===== src/rtl/delay_sweep_ctrl.sv =====
// delay_sweep_ctrl
// Steps a trigger-to-output delay from cfg_start to cfg_stop in cfg_step
// increments. It takes cfg_repeat triggers at each delay point and waits for
// the output datapath to go idle after every shot. All outputs are registered,
// so they clear asynchronously with rst.
//
// Timing of a delay point: entering LOAD presents the new delay_cycles value.
// The delay_update strobe follows one cycle later, while the FSM is still in
// LOAD. This means the datapath always samples a value that has been stable
// for a full cycle, and a valid arm produces delay_update exactly two cycles
// after the arm pulse.

module delay_sweep_ctrl #(
    parameter int DELAY_BITS = 32,
    parameter int COUNT_BITS = 16
) (
    input  logic                  clk,
    input  logic                  rst,
    input  logic [DELAY_BITS-1:0] cfg_start,
    input  logic [DELAY_BITS-1:0] cfg_stop,
    input  logic [DELAY_BITS-1:0] cfg_step,
    input  logic [COUNT_BITS-1:0] cfg_repeat,
    input  logic                  arm,
    input  logic                  abort,
    input  logic                  trigger_pulse,
    input  logic                  out_busy,
    output logic [DELAY_BITS-1:0] delay_cycles,
    output logic                  delay_update,
    output logic                  armed,
    output logic                  done,
    output logic                  cfg_error,
    output logic [COUNT_BITS-1:0] point_index,
    output logic [COUNT_BITS-1:0] shot_count
);

    typedef enum logic [2:0] {
        IDLE,
        LOAD,
        ARMED,
        WAIT_OUT,
        ADVANCE,
        DONE
    } state_e;

    localparam logic [COUNT_BITS-1:0] CNT_ONE = COUNT_BITS'(1);

    state_e                  state_q, state_d;
    logic [DELAY_BITS-1:0]   cur_q, cur_d;
    logic [DELAY_BITS-1:0]   stop_q, stop_d;
    logic [DELAY_BITS-1:0]   step_q, step_d;
    logic [COUNT_BITS-1:0]   repeat_q, repeat_d;
    logic [COUNT_BITS-1:0]   point_q, point_d;
    logic [COUNT_BITS-1:0]   shot_q, shot_d;
    logic [DELAY_BITS-1:0]   delay_cycles_q, delay_cycles_d;
    logic                    delay_update_q, delay_update_d;
    logic                    armed_q, armed_d;
    logic                    done_q, done_d;
    logic                    cfg_error_q, cfg_error_d;
    // Set during the second LOAD cycle, which is the one carrying the strobe.
    logic                    load_phase_q, load_phase_d;
    // Set once WAIT_OUT has been held for its minimum first cycle.
    logic                    wait_min_q, wait_min_d;

    // Extra bit so that a wrap past the top of the delay range is visible as a carry.
    logic [DELAY_BITS:0]     next_sum;
    logic                    cfg_bad;

    // Next-state and next-output logic for the sweep FSM.
    always_comb begin
        // NOTE: every *_d gets a default before the case so that no path leaves it unassigned; otherwise a latch is inferred.
        state_d        = state_q;
        cur_d          = cur_q;
        stop_d         = stop_q;
        step_d         = step_q;
        repeat_d       = repeat_q;
        point_d        = point_q;
        shot_d         = shot_q;
        delay_cycles_d = delay_cycles_q;
        delay_update_d = 1'b0;
        cfg_error_d    = cfg_error_q;
        load_phase_d   = load_phase_q;
        wait_min_d     = wait_min_q;

        next_sum = {1'b0, cur_q} + {1'b0, step_q};
        cfg_bad  = (cfg_step == '0) || (cfg_repeat == '0) || (cfg_start > cfg_stop);

        if (abort) begin
            // Abort cancels the sweep. The delay value and the counters keep
            // their last values so software can see where the sweep stopped.
            state_d = IDLE;
        end else begin
            unique case (state_q)
                IDLE, DONE: begin
                    if (arm) begin
                        stop_d   = cfg_stop;
                        step_d   = cfg_step;
                        repeat_d = cfg_repeat;
                        if (cfg_bad) begin
                            cfg_error_d = 1'b1;
                            state_d     = IDLE;
                        end else begin
                            cfg_error_d    = 1'b0;
                            cur_d          = cfg_start;
                            delay_cycles_d = cfg_start;
                            point_d        = '0;
                            shot_d         = '0;
                            load_phase_d   = 1'b0;
                            state_d        = LOAD;
                        end
                    end
                end

                LOAD: begin
                    if (!load_phase_q) begin
                        load_phase_d   = 1'b1;
                        delay_update_d = 1'b1;
                    end else begin
                        state_d = ARMED;
                    end
                end

                ARMED: begin
                    if (trigger_pulse) begin
                        wait_min_d = 1'b0;
                        state_d    = WAIT_OUT;
                    end
                end

                WAIT_OUT: begin
                    if (!wait_min_q) begin
                        wait_min_d = 1'b1;
                    end else if (!out_busy) begin
                        shot_d  = shot_q + CNT_ONE;
                        state_d = (shot_d < repeat_q) ? ARMED : ADVANCE;
                    end
                end

                ADVANCE: begin
                    if (next_sum[DELAY_BITS] || (next_sum[DELAY_BITS-1:0] > stop_q)) begin
                        state_d = DONE;
                    end else begin
                        cur_d          = next_sum[DELAY_BITS-1:0];
                        delay_cycles_d = next_sum[DELAY_BITS-1:0];
                        // point_index is only a report and wraps freely; termination is set by the delay compare alone.
                        point_d        = point_q + CNT_ONE;
                        shot_d         = '0;
                        load_phase_d   = 1'b0;
                        state_d        = LOAD;
                    end
                end

                default: state_d = IDLE;
            endcase
        end

        // Decode the status outputs from the next state so they are registered
        // and line up with the state they describe.
        armed_d = (state_d == ARMED);
        done_d  = (state_d == DONE);
    end

    // State and output registers; rst clears everything, including delay_cycles.
    always_ff @(posedge clk or posedge rst) begin
        if (rst) begin
            state_q        <= IDLE;
            cur_q          <= '0;
            stop_q         <= '0;
            step_q         <= '0;
            repeat_q       <= '0;
            point_q        <= '0;
            shot_q         <= '0;
            delay_cycles_q <= '0;
            delay_update_q <= 1'b0;
            armed_q        <= 1'b0;
            done_q         <= 1'b0;
            cfg_error_q    <= 1'b0;
            load_phase_q   <= 1'b0;
            wait_min_q     <= 1'b0;
        end else begin
            // NOTE: non-blocking assignments make every flop sample the pre-edge values, whatever the statement order.
            state_q        <= state_d;
            cur_q          <= cur_d;
            stop_q         <= stop_d;
            step_q         <= step_d;
            repeat_q       <= repeat_d;
            point_q        <= point_d;
            shot_q         <= shot_d;
            delay_cycles_q <= delay_cycles_d;
            delay_update_q <= delay_update_d;
            armed_q        <= armed_d;
            done_q         <= done_d;
            cfg_error_q    <= cfg_error_d;
            load_phase_q   <= load_phase_d;
            wait_min_q     <= wait_min_d;
        end
    end

    assign delay_cycles = delay_cycles_q;
    assign delay_update = delay_update_q;
    assign armed        = armed_q;
    assign done         = done_q;
    assign cfg_error    = cfg_error_q;
    assign point_index  = point_q;
    assign shot_count   = shot_q;

endmodule

===== config.mk =====
export PLATFORM = sky130hd
export DESIGN_NAME = delay_sweep_ctrl
export DESIGN_NICKNAME = d
export VERILOG_FILES = /design/src/rtl/delay_sweep_ctrl.sv
export SDC_FILE = /design/constraint.sdc
export NUM_CORES = 1
export LEC_CHECK = 0
export CAP_MARGIN = 30
export CORE_ASPECT_RATIO = 0.9
export CORE_UTILIZATION = 54
export DETAILED_ROUTE_END_ITERATION = 12
export GPL_TIMING_DRIVEN = 0
export PLACE_DENSITY = 0.82
export SYNTH_ARGS = -nofsm -noshare
export SYNTH_HDL_FRONTEND = slang
export SYNTH_SLANG_ARGS = --single-unit

===== constraint.sdc =====
create_clock -name clk -period 5.4 [get_ports clk]
set_input_delay 0.54 -clock clk [delete_from_list [all_inputs] [get_ports clk]]
set_output_delay 0.54 -clock clk [all_outputs]
set_load 0.05 [all_outputs]

# After elaboration in Yosys (flattened, before gate mapping)
# Index checks and enable logic that the tools add are counted.
[classes] shifts=0 n_lt_le_gt_ge=3 reduce_logical=16 div=0 n_mul=0 n_addsub=3 mux=32 eq_ne=13 bitwise_logic=1
[ops] cell="two-way mux 16 bit" n=6
[ops] cell="two-way mux 32 bit" n=3
[ops] cell="> comparator 32 bit" n=2
[ops] cell="one-hot mux 32 bit (2 select lines)" n=1
[ops] cell="one-hot mux 16 bit (3 select lines)" n=1
[ops] cell="adder 32 x 32 -> 33 bit" n=1
[ops] cell="adder 16 x 1 -> 16 bit, second input constant" n=2
[ops] cell="logical NOT 32 bit" n=1
[ops] cell="one-hot mux 16 bit (2 select lines)" n=1
[ops] cell="two-way mux 3 bit" n=8
[ops] cell="logical NOT 16 bit" n=1
[ops] cell="less-than comparator 16 bit" n=1
[ops] cell="one-hot mux 3 bit (5 select lines)" n=1
[ops] cell="!= test 2 bit, second input constant" n=6
[ops] cell="AND reduction 5 bit" n=2
[ops] cell="equality test 3 x 2 -> 1 bit, second input constant" n=3
[ops] cell="equality test 3 bit, second input constant" n=3
[ops] cell="two-way mux 1 bit" n=9
[ops] cell="AND reduction 7 bit" n=1
[ops] cell="AND reduction 3 bit" n=2
[ops] cell="nonzero test 3 bit" n=2
[ops] cell="nonzero test 2 bit" n=2
[ops] cell="equality test 3 x 1 -> 1 bit, second input constant" n=1
[ops] cell="logical NOT 3 bit" n=1
[ops] cell="other kinds (5)" n=7
[word_totals] inputBits=118 regBits=153 mem_count=0 output_inout_bits=68 latch_bits=0 mem_bits_rw=0 rom_bits=0 elab_cells=81

# Logic depth before layout (Yosys ltp)
[depth] ltp_word=8 depth_mapped=21 depth_no_buf=20

# Least setup slack after synthesis
# Ideal clock, no wire load.
[synth_path] kind="register -> register" from="reg delay_cycles[9] (netlist name)" to="reg shot_q[10], in the netlist shot_count[10]" path_slack_ns=0.333 n_path_buf=1 period_less_slack_ns=5.067 t_required_ns=5.279 setup_ns=0.121 arrival_ns=4.946 path_stages_with_launch=19 cell_sequence="dfrtp_1 > ha_1 > and3_1 > and2_1 > a311o_1 > o2111a_1 > nor4b_2 > nor4_1 > or3_1 > and2_1 > ha_1 > nand4_1 > nor4_1 > nand3b_1 > a22oi_2 > nand3_1 > a211o_4 > buf_6 > a22o_1"
[synth_lines] element="end signal: assignment" line="187" text="shot_q <= shot_d;"
[synth_lines] element="end: declaration" line="53" text="logic [COUNT_BITS-1:0] shot_q, shot_d;"

==> flow_metrics.tcl <==
set metrics [dict create \
    die_y_um 133 \
    grt_antenna_before_repair 1 \
    reg2reg_depth 19 \
    ys_types 69 \
    max_freq_ghz 0.190 \
    dr.first_iter.drc_count 741 \
    synth_edf_count 0 \
    synth.yosys.seq_area_share_pct 37.1 \
    yosys.area.top_type "dfrtp_1" \
    drv_cap 0 \
    cts_hold_buf 0 \
    numCtsBuffers 17 \
    cts.sinks 153 \
    gp_congestion 0.958 \
    final_cells 1609 \
    first_global_vias 9545 \
    dp_hpwl_mm 22.9 \
    vdd_drop_max_uv 316 \
    synth_top_cell_area_share_pct 37.1 \
    yosys_most_used_dff "dfrtp_1" \
    required_ns 5.73 \
    drc 0 \
    powerDensity_mw_per_mm2 587 \
    nets 1585 \
    setup_viol 0 \
    hold-path-cell-count 2 \
    ys_ff_latch 153 \
    grt_pass1_wl_mm 48.3 \
    hp-class "reg2reg" \
    hold_viol 0 \
    syn_avg_cell_area_sq_um 9.01 \
    dpl_cell_area_sq_mm 0.0125 \
    yosysWarnings 0 \
    leakage_nw 5.97 \
    wirelength_mm 30.3 \
    grt_usage_pct 31.6 \
    relSlewSlack_pct 45.3 \
    drive_gt1_share_pct 9.82 \
    finalInstanceArea_sq_mm 0.0133 \
    synthesis.nets 1377 \
    syn-cell-area_sq_mm 0.0103 \
    cts_tree "done" \
    core-area_sq_mm 0.0185 \
    grt-ovfl-total 0 \
    diodes 0 \
    cp.arrival_ns 5.58 \
    start_util_pct 55.7 \
    r2r_slack_ns 0.15 \
    ys_async_sr_fraction_pct 100 \
    grt_max_degree 82 \
    clk_pin_slew_ns 0.06 \
    crit_type "reg2reg" \
    drt-pass1-iter-count 5 \
    path_max_fanout 10 \
    critPathLaunchType "flop" \
    h-tree-depth 4 \
    synthTopCellsByArea "dfrtp_1, ha_1, mux2_2" \
    yosys-top-cells-count "dfrtp_1, nand2_1, ha_1" \
    fin_skew_ns 0.0147 \
    syn_inst 1145 \
    n_fill_cell 1441 \
    viasPerCell 6.04 \
    fp.dieArea_sq_mm 0.0197 \
    area_growth_pct 28.6 \
    worst_slew_pin_slew_ns 0.817 \
    ioPinCount 186 \
    cp-end-kind "flop" \
    dp.cells 1575 \
    synth_most_common_cell "dfrtp_1" \
    wl_per_cell_um 18.8 \
    run_status "finished clean" \
    ant_nets 0 \
    cts_buffer_depth 2 \
    vias 9724 \
    die_w_um 148 \
    cts_root_buf "clkbuf_16" \
    num_rows 47 \
    fin_crit_ns 5.25 \
    fin_crit_sh_pct 97.3 \
    clkLatencyLatePin_ns 0.44 \
    port-buffer-count 184 \
    drv_slew 0 \
]
-- layout by cell type, fill, tap and decap left out, drive strengths merged, types with 12 or more instances in the layout --
master         count
a21o              21
mux2              50
ha               113
o31ai             12
a21oi             54
inv               91
nand3             32
nand4             27
xor2              15
xnor2             34
nand2            140
o21ai             79
clkbuf            51
buf               16
a31oi             31
a211oi            12
nor3              16
nor4              21
dfrtp            153
clkdlybuf4s50    184
nor2              81
-- worst max-delay path, stage by stage (launching register included) --
cell and delay [ns]:
dfrtp_1 0.41, ha_2 0.34, a21o_1 0.20, and2_1 0.16, a311o_2 0.43, o2111a_2 0.32, nor4b_4 0.31, nor4_2 0.10
or3_1 0.39, and2_1 0.18, ha_1 0.29, nand4_1 0.19, nor3_1 0.10, a22oi_1 0.18, o211ai_1 0.12, a22oi_2 0.43
nand3_2 0.16, a211o_4 0.41, buf_6 0.16, a22o_1 0.22
-- per-layer routing --
metal	routed length (um)	vias to the layer above	global-route usage [%]
met5	0	-	0
met4	1140	0	13.7
met3	2430	87	6.85
met2	13600	442	49.2
met1	13100	4665	42.4
li1	-	4530	-
-- final timing paths --
path | startpoint | endpoint
max in group asynchronous | rst | step_q[10]$_DFFE_PP0P_
min in group asynchronous | rst | point_index[8]$_DFFE_PP0P_
max reg2reg | delay_cycles[7]$_DFFE_PP0P_ | shot_count[9]$_DFFE_PP0P_
min reg2reg | stop_q[1]$_DFFE_PP0P_ | stop_q[1]$_DFFE_PP0P_
max | delay_cycles[7]$_DFFE_PP0P_ | shot_count[9]$_DFFE_PP0P_
min | stop_q[1]$_DFFE_PP0P_ | stop_q[1]$_DFFE_PP0P_
-- area by class of cell --
type / instances / area [sq um] / area share (%)
inverter: 91 / 347 / 2.61
tap: 245 / 307 / 2.31
sequential: 153 / 3830 / 28.9
timing repair buffer: 189 / 1900 / 14.3
buffer: 39 / 170 / 1.28
multi-input combinational: 862 / 6130 / 46.2
clock inverter: 7 / 92.6 / 0.698
clock buffer: 23 / 488 / 3.68
-- report_power, final --
part           switching [mW]  internal [mW]
clock                   0.479          0.722
combinational            2.82           1.97
sequential              0.290           1.51
total                    3.59           4.20
-- cell families after synthesis --
kind of cell,synth area share [%]
compound gates,17.0
xor+xnor,4.16
buf+inv,4.91
simple gates,17.1
fa+ha+maj,13.9
mux,5.75
flops,37.1
-- metrics by stage --
stage | utilization, % | setup TNS [ns] | power [mW] | hold slack [ns] | worst slack (ns)
after CTS | 70.7 | 0 | 7.54 | 0.483 | 0.00944
final | 71.6 | 0 | 7.79 | 0.479 | 0.147
after global routing | 71.6 | -0.122 | 8.35 | 0.496 | -0.0435
after floorplan | - | 0 | 5.04 | 0.450 | 0.333
after global placement | 67.3 | -212.37 | 6.11 | 0.460 | -1.40
after detailed placement | 67.5 | -2.10 | 6.27 | 0.470 | -0.151
-- registers in the layout (all words and copies together), names as in the netlist --
signal,count
state_q,3
armed,1
repeat_q,16
wait_min_q,1
delay_update,1
stop_q,32
step_q,32
done,1
cfg_error,1
point_index,16
shot_count,16
load_phase_q,1
delay_cycles,32
-- what timing repair did --
action / 4_1_cts / 5_1_grt
setup buffers: 0 / 4
pin swaps: 2 / 10
resized for setup: 5 / 26
endpoints found under the setup margin: 53 / 61
No activity file was read; power rests on OpenSTA's default activity.
==> RTL edit: new RTL, config.mk and constraints unchanged <==
Encoding of `state_e`: now one-hot (6 bits for 6 states).
--- a/src/rtl/delay_sweep_ctrl.sv
+++ b/src/rtl/delay_sweep_ctrl.sv
@@ -33,13 +33,13 @@
     output logic [COUNT_BITS-1:0] shot_count
 );
 
-    typedef enum logic [2:0] {
-        IDLE,
-        LOAD,
-        ARMED,
-        WAIT_OUT,
-        ADVANCE,
-        DONE
+    typedef enum logic [5:0] {
+        IDLE     = 6'b000001,
+        LOAD     = 6'b000010,
+        ARMED    = 6'b000100,
+        WAIT_OUT = 6'b001000,
+        ADVANCE  = 6'b010000,
+        DONE     = 6'b100000
     } state_e;
 
     localparam logic [COUNT_BITS-1:0] CNT_ONE = COUNT_BITS'(1);
Behaviour: same outputs for any inputs over 4 cycles, from zero or initial values and one cycle with rst high; so few cycles prove little.
==> RTL edit against the original RTL <==
  * Worst setup slack worse by 98 ps
  * Critical path depth up 5
  * Final area up 2.6%
  * Routed wire length up 7.1%
  * Non-clock buffer count up 9
  * Sequential cell count up 3
  * Total power down 4.8%
  * Synthesized area up 3.8%
  * Critical path type unchanged
==> RTL edit: results (changes against the original RTL) <==
stage	metric	value	unit	change
setup_path	Worst Setup SP	delay_cycles[0]		
setup_path	Slowest cell on crit path	dfrtp_1		
setup_path	flop2flop setup slack	50	ps	-100 ps
power_and_ir_drop	net load switching power	3.51	mW	-2.2%
clock_tree	clk_lat worst skew	430	ps	
power_and_ir_drop	Max IR drop VDD	0.520	mV	+64%
setup_path	worst r2r dst	point_index[3]		
outcome	status	completed		
final_layout	multi-input logic area	6300	sq um	+2.9%
final_layout	Non-clock buffer share	15.8	%	+0.14 points
grt	grt met1 use	43.4	%	+0.99 points
grt	gr usage total	32.0	%	+0.43 points
clock_tree	# Post-CTS Setup Buffers	4		+4
clock_tree	post-cts repair resize count	6		+1
final_layout	Inverters	108		+19%
synth	commonest cells in the netlist	155 x dfrtp_1, 118 x nand2_1, 113 x ha_1, 108 x inv_1, 102 x a21oi_1		
placed_design	Placed Instance Area	12900	sq um	+3.2%
final_layout	ratio of cells with drive above 1 in the final layout	9.34	%	-0.49 points
grt	vias in the first global route	9570		+0.26%
synth	Syn Nets	1439		+4.5%
setup_path	Data arrival, critical path	5630	ps	+50 ps
routing	WL per Instance	19.2	um	+2.3%
routing	routed vias/inst	6.04		about the same
grt	largest net degree at the start of global routing	97		+18%
grt	initial antenna violation count	0		-1
final_layout	FF+latch count	156		+2.0%
grt	first-pass GRT wire length	49500	um	+2.5%
placed_design	Post-DP HPWL	24800	um	+8.7%
final_layout	area growth from synthesis to layout	27.1	%	
hold_path	HP Start	stop_q[4]		
routing	WL met1	13800	um	+5.2%
hold_path	sink of the worst hold path	stop_q[4]		
final_layout	nonclk buf count	237		+3.9%
power_and_ir_drop	Clk network pwr share	14.9	%	-0.5 points
synth	area of the mapped netlist	10700	sq um	+3.8%
setup_path	crit-path leading delay family	simple AND/OR/NAND/NOR gates		
routing	drt initial violations	886		+20%
power_and_ir_drop	P_leak	6.19	nW	+3.7%
routing	TritonRoute pass-1 iters	5		unchanged
synth	synth top area cells	dfrtp_1 36%, ha_1 13%, mux2_2 5.2%		
routing	metal3 WL	3040	um	+25%
final_layout	fin nets	1654		+4.4%
grt	met3 Use GR	6.70	%	-0.15 points
final_layout	comb_multi_in	902		+4.6%
timing	clock skew	13.7	ps	-1.08 ps
final_layout	FILL cells	1504		+4.4%
power_and_ir_drop	sequential power share	23.6	%	+0.4 points
clock_tree	Root Buffer	clkbuf_16		
final_layout	clock tree cell share of total cell area	3.91	%	-0.47 points
final_layout	FF+latch area	3910	sq um	+2.0%
placed_design	# port buffers	184		unchanged
placed_design	final RePlAce weighted congestion	0.943		-1.6%
grt	met2 Usage GRT	50.3	%	+1.1 points
final_layout	CLK BUF	22		-4.3%
clock_tree	H-Tree Depth	4		unchanged
synth	register area share after synthesis	36.5	%	-0.63 points
routing	met2 WL post-DR	14500	um	+6.7%
-- RTL edit: per-stage QoR --
stage	hold WS (ps)	instances	setup TNS, ps	power (mW)	setup slack [ps]
6_report	480	1685	0	7.41	48.3
5_1_grt	498	1685	-1190	7.93	-90.6
4_1_cts	485	1678	0	7.15	29.6
3_5_place_dp	471	1642	-37430	5.97	-926
3_3_place_gp	462	1641	-280340	5.81	-1610
2_1_floorplan	450	1207	0	4.77	373
-- RTL edit: kinds of logic (layout without fill, tap and decap cells) --
group | count (synthesis) | in the layout | share of synthesized area [%]
buffers and inverters | 149 | 377 | 5.55
XOR/XNOR | 41 | 41 | 3.36
AO/OA/AOI/OAI | 306 | 306 | 17.1
flip-flops | 156 | 156 | 36.5
adder cells (fa/ha/maj) | 114 | 114 | 13.4
multiplexers | 71 | 71 | 7.23
AND/OR/NAND/NOR | 370 | 370 | 16.9
